### config.mk
export PLATFORM = sky130hd
export DESIGN_NAME = fifo_stream_reader
export DESIGN_NICKNAME = d
export VERILOG_FILES = /design/src/rtl/fifo_stream_reader.sv
export SDC_FILE = /design/constraint.sdc
export NUM_CORES = 1
export LEC_CHECK = 0
export CORE_UTILIZATION = 47
export CTS_CLUSTER_DIAMETER = 100
export DETAILED_ROUTE_END_ITERATION = 8
export HOLD_SLACK_MARGIN = 0.12
export PLACE_DENSITY_LB_ADDON = 0.2
export SLEW_MARGIN = 5
export SYNTH_ARGS = -nofsm -noshare
export SYNTH_HDL_FRONTEND = slang
export SYNTH_SLANG_ARGS = --single-unit
### constraint.sdc
create_clock -name clk_i -period 1.95 [get_ports clk_i]
set_clock_uncertainty 0.2 [all_clocks]
set_input_delay 0.39 -clock clk_i [delete_from_list [all_inputs] [get_ports clk_i]]
set_output_delay 0.39 -clock clk_i [all_outputs]
set_load 0.1 [all_outputs]
### src/rtl/fifo_stream_reader.sv
// fifo_stream_reader: drains a 1-cycle-latency BRAM FIFO into a valid/ready stream via a 3-entry skid buffer; FIFO_READER_CNT_EN adds words_o.
module fifo_stream_reader #(
    parameter int WIDTH     = 8,
    parameter int CNT_WIDTH = 16
) (
    input  logic                 clk_i,
    input  logic                 rst_ni,
    input  logic                 fifo_empty_i,
    output logic                 fifo_rd_en_o,
    input  logic [WIDTH-1:0]     fifo_rd_data_i,
    input  logic                 flush_i,
    output logic                 m_valid_o,
    input  logic                 m_ready_i,
    output logic [WIDTH-1:0]     m_data_o
`ifdef FIFO_READER_CNT_EN
    ,
    output logic [CNT_WIDTH-1:0] words_o
`endif
);
    logic [1:0]       cnt, wr_ptr, rd_ptr;
    logic             inflight, xfer;
    logic [2:0]       occ, occ_n;
    logic [WIDTH-1:0] buf_q [3];
    function automatic logic [1:0] wrap_inc(input logic [1:0] p);
        return (p == 2'd2) ? 2'd0 : p + 2'd1;
    endfunction
    always_comb begin
        occ          = {1'b0, cnt} + {2'b0, inflight};
        xfer         = m_valid_o && m_ready_i;
        occ_n        = occ - {2'b0, xfer};
        fifo_rd_en_o = rst_ni && !fifo_empty_i && !flush_i && (occ < 3'd3);
        m_data_o     = buf_q[rd_ptr];
    end
    // occupied slots plus the word in flight never exceed the 3 buffer entries
    always_ff @(posedge clk_i or negedge rst_ni) begin
        if (!rst_ni) begin
            cnt       <= '0;
            inflight  <= 1'b0;
            wr_ptr    <= '0;
            rd_ptr    <= '0;
            m_valid_o <= 1'b0;
            for (int i = 0; i < 3; i++) buf_q[i] <= '0;
        end else if (flush_i) begin
            cnt       <= '0;
            inflight  <= 1'b0;
            wr_ptr    <= '0;
            rd_ptr    <= '0;
            m_valid_o <= 1'b0;
        end else begin
            inflight  <= fifo_rd_en_o;
            cnt       <= occ_n[1:0];
            m_valid_o <= occ_n != 3'd0;
            if (inflight) begin
                buf_q[wr_ptr] <= fifo_rd_data_i;
                wr_ptr        <= wrap_inc(wr_ptr);
            end
            if (xfer) rd_ptr <= wrap_inc(rd_ptr);
        end
    end
`ifdef FIFO_READER_CNT_EN
    always_ff @(posedge clk_i or negedge rst_ni) begin
        if (!rst_ni) words_o <= '0;
        else if (xfer) words_o <= words_o + CNT_WIDTH'(1);
    end
`endif
    ap_occ: assert property (@(posedge clk_i) disable iff (!rst_ni) occ <= 3'd3 && CNT_WIDTH > 0);
endmodule

==> impl_metrics.csv <==
group,metric,value,unit
floorplanning,fp.dieH,58.6,um
pwr,seq_power_share,0.324,
yosys,async_flop_share,1.00,
sta,report.final.hold_viol_count,0,
worst_setup_path,crit_family,"simple AND/OR/NAND/NOR gates",
drt,ant_nets,0,
yosys,avgSynthCellArea,13.9,um^2
worst_setup_path,r2r_slack,0.15,ns
global_routing,grt.overflow.total,0,
placed_design,dp_hpwl,2310,um
cts,cts_tree,"yes",
job,cap_viol_max_count,0,
worst_setup_path,crit_buf_inv,1,
global_routing,grt_max_degree,33,
worst_setup_path,path_class,"reg -> out",
pwr,swShare,0.434,
run_status,status,"finished with violations",
global_routing,grt_usage,0.216,
floorplanning,dieWidth,58.6,um
sta,fmax,396,MHz
layout,final_cells,192,
worst_setup_path,cp_slowest_stage_delay,0.50,ns
sta,rsz0062_at_grt,"yes",
cts,cts_num_sinks,32,
pwr,p_total,2780,uW
floorplanning,num_rows,20,
sta,max_slew_margin,0.721,
layout,drive_gt1_frac,0.581,
drt,drt_wl_total,3210,um
sta,whs,0.287,ns
sta,period_share,1.30,
yosys,synth_top_flop_cell,"dfrtp_1",
worst_setup_path,crit_path_cell_trace,"ha_2, ha_4, or4b_4, a21oi_4, buf_12",
worst_setup_path,crit_required,1.36,ns
yosys,syn_inst,108,
cts,cts_buffers,5,
global_routing,grt_pass1_vias,1105,
cts,clk_pin_slew,0.09,ns
global_routing,grt_pass1_wl,5210,um
placed_design,gp_congestion,0.704,
floorplanning,io_pins,23,
pwr,p_leak,0.000967,uW
pwr,pwr-share-comb,0.557,
placed_design,dp.cells,184,
yosys,ys_seq_area_frac,0.532,
drt,drtPass1Iterations,4,
layout,final_util,0.764,
drt,vias_per_cell,5.35,
pwr,switchingPower,1210,uW
placed_design,numPortBuffers,22,
drt,drtIter0Drc,8,
yosys,synth_warnings,0,
layout,area_growth,54.9,%
pwr,power_frac_clock,0.119,
cts,cts_hold_buf,0,
cts,clk_latency,0.33,ns
run_status,violations,"negative setup slack",
pwr,power_density,1190,nW/um^2
floorplanning,start_util,0.493,
worst_setup_path,cp-start-kind,"flop",
global_routing,antenna_found_initial,0,
worst_setup_path,slowest_stage,"or4b_4",
worst_setup_path,ff2ff_path_depth,6,
sta,fin_ws,-0.576,ns
yosys,syn_nets,125,
min_path,hold_class,"in -> async",
yosys,synth_seq_cells,32,
layout,antenna_cells,0,
worst_setup_path,critPathMaxFanout,2,
layout,fillers,200,
sta,fin_crit,2.53,ns
cts,htreeDepth,2,
yosys,synth-edff-count,0,
pwr,intPower,1570,uW
pwr,irDropWorstVdd,0.889,mV
worst_setup_path,arrival,1.94,ns
cts,cts_buffer_depth,2,
yosys,synth_cell_types,24,
drt,post_drt_wl_per_cell,16.7,um
sta,slew_violations,0,
cts,clock-root-buffer,"clkbuf_4",
sta,max_slew.worst_pin.slew,0.419,ns
worst_setup_path,r2r-end,"m_valid_o$_DFF_PN0_",
worst_setup_path,reg2reg_from,"inflight$_DFF_PN0_",
floorplanning,core_region_area,3050,um^2
sta,setup_viol,9,
drt,drc_errors,0,
sta,tns,-1.55,ns
layout,finalNetCount,166,
worst_setup_path,crit_path_end_kind,"output port",
drt,vias,1027,
yosys,syn_area,1510,um^2
floorplanning,dieArea,3430,um^2
per-stage QoR:
step                cell area (um^2)  setup WS, ns
finish                          2330        -0.576
global route                    2330        -0.606
CTS                             2260        -0.588
detailed placement              2140        -0.391
global placement                2140        -0.353
floorplan                       1680        -0.446
how the worst max path moves through the flow:
| stage | from | end | depth (start not counted) | slack [ns] |
|---|---|---|---|---|
| 2_1_floorplan | inflight$_DFF_PN0_ | fifo_rd_en_o | 4 | -0.45 |
| 3_3_place_gp | flush_i | fifo_rd_en_o | 4 | -0.35 |
| 3_5_place_dp | flush_i | fifo_rd_en_o | 4 | -0.39 |
| 4_1_cts | inflight$_DFF_PN0_ | fifo_rd_en_o | 5 | -0.59 |
| 5_1_grt | inflight$_DFF_PN0_ | fifo_rd_en_o | 5 | -0.61 |
| 6_report | inflight$_DFF_PN0_ | fifo_rd_en_o | 5 | -0.58 |
logic make-up (layout without fill, tap and decap cells):
| group | Yosys count | after routing | share of synthesized area |
|---|---|---|---|
| AO/OA/AOI/OAI | 17 | 17 | 0.0840 |
| multiplexers | 32 | 32 | 0.233 |
| adder cells (fa/ha/maj) | 4 | 4 | 0.0333 |
| XOR/XNOR | 1 | 1 | 0.00582 |
| flip-flops | 32 | 32 | 0.532 |
| AND/OR/NAND/NOR | 14 | 14 | 0.0848 |
| buffers and inverters | 8 | 48 | 0.0274 |
synth_stat cells, types with 2 or more instances:
library cell | number | area (um^2)
a21bo_2 | 2 | 20.0
a21oi_1 | 6 | 30.0
and4bb_2 | 2 | 25.0
buf_2 | 3 | 15.0
clkbuf_1 | 2 | 7.51
dfrtp_1 | 32 | 801
ha_1 | 4 | 50.1
inv_1 | 2 | 7.51
mux2_2 | 24 | 270
mux2i_1 | 8 | 80.1
nand2b_1 | 2 | 12.5
nor2_1 | 2 | 7.51
o2bb2ai_1 | 8 | 70.1
state kept, by name (all words and copies together) (netlist names):
name and count:
rd_ptr 2, cnt 2, m_valid_o 1, buf_q 24, inflight 1, wr_ptr 2
layout by cell type, fill, tap and decap left out, drive strengths merged, types with 2 or more instances in the layout:
cell type / n
a21bo: 2
nand2b: 2
clkbuf: 6
o2bb2ai: 8
and4bb: 2
ha: 4
mux2i: 8
clkdlybuf4s50: 12
inv: 2
buf: 28
nor2: 2
mux2: 24
a21oi: 6
dfrtp: 32
power groups by stage:
stage | clock (uW) | combinational, uW | sequential [uW]
final | 330 | 1550 | 900
after global routing | 362 | 1600 | 917
after detailed placement | 0 | 1440 | 870
after CTS | 338 | 1500 | 877
after global placement | 0 | 1420 | 857
after floorplan | 0 | 921 | 892
final cells by class:
class,instances,area (um^2),area share
repair buffers,40,474,0.203
well taps,44,55.1,0.0236
inverters,2,7.51,0.00322
flip-flops and latches,32,803,0.344
clock buffers,6,41.3,0.0177
multi-input cells,68,951,0.408
layer usage:
layer,wire (um),global-route usage,part of all wire,vias up
li1,-,-,-,476
met3,118,0.0484,0.037,7
met1,1420,0.271,0.44,524
met5,0,0,0,-
met4,61,0.116,0.019,0
met2,1610,0.351,0.50,20
timing repair:
item / in CTS / in global routing
gates cloned: 0 / 0
pin swaps: 8 / 0
endpoints found under the setup margin: 9 / 9
resized for setup: 17 / 8
buffers inserted: 1 / 1
Note: power is estimated with default switching activity, not from simulation.
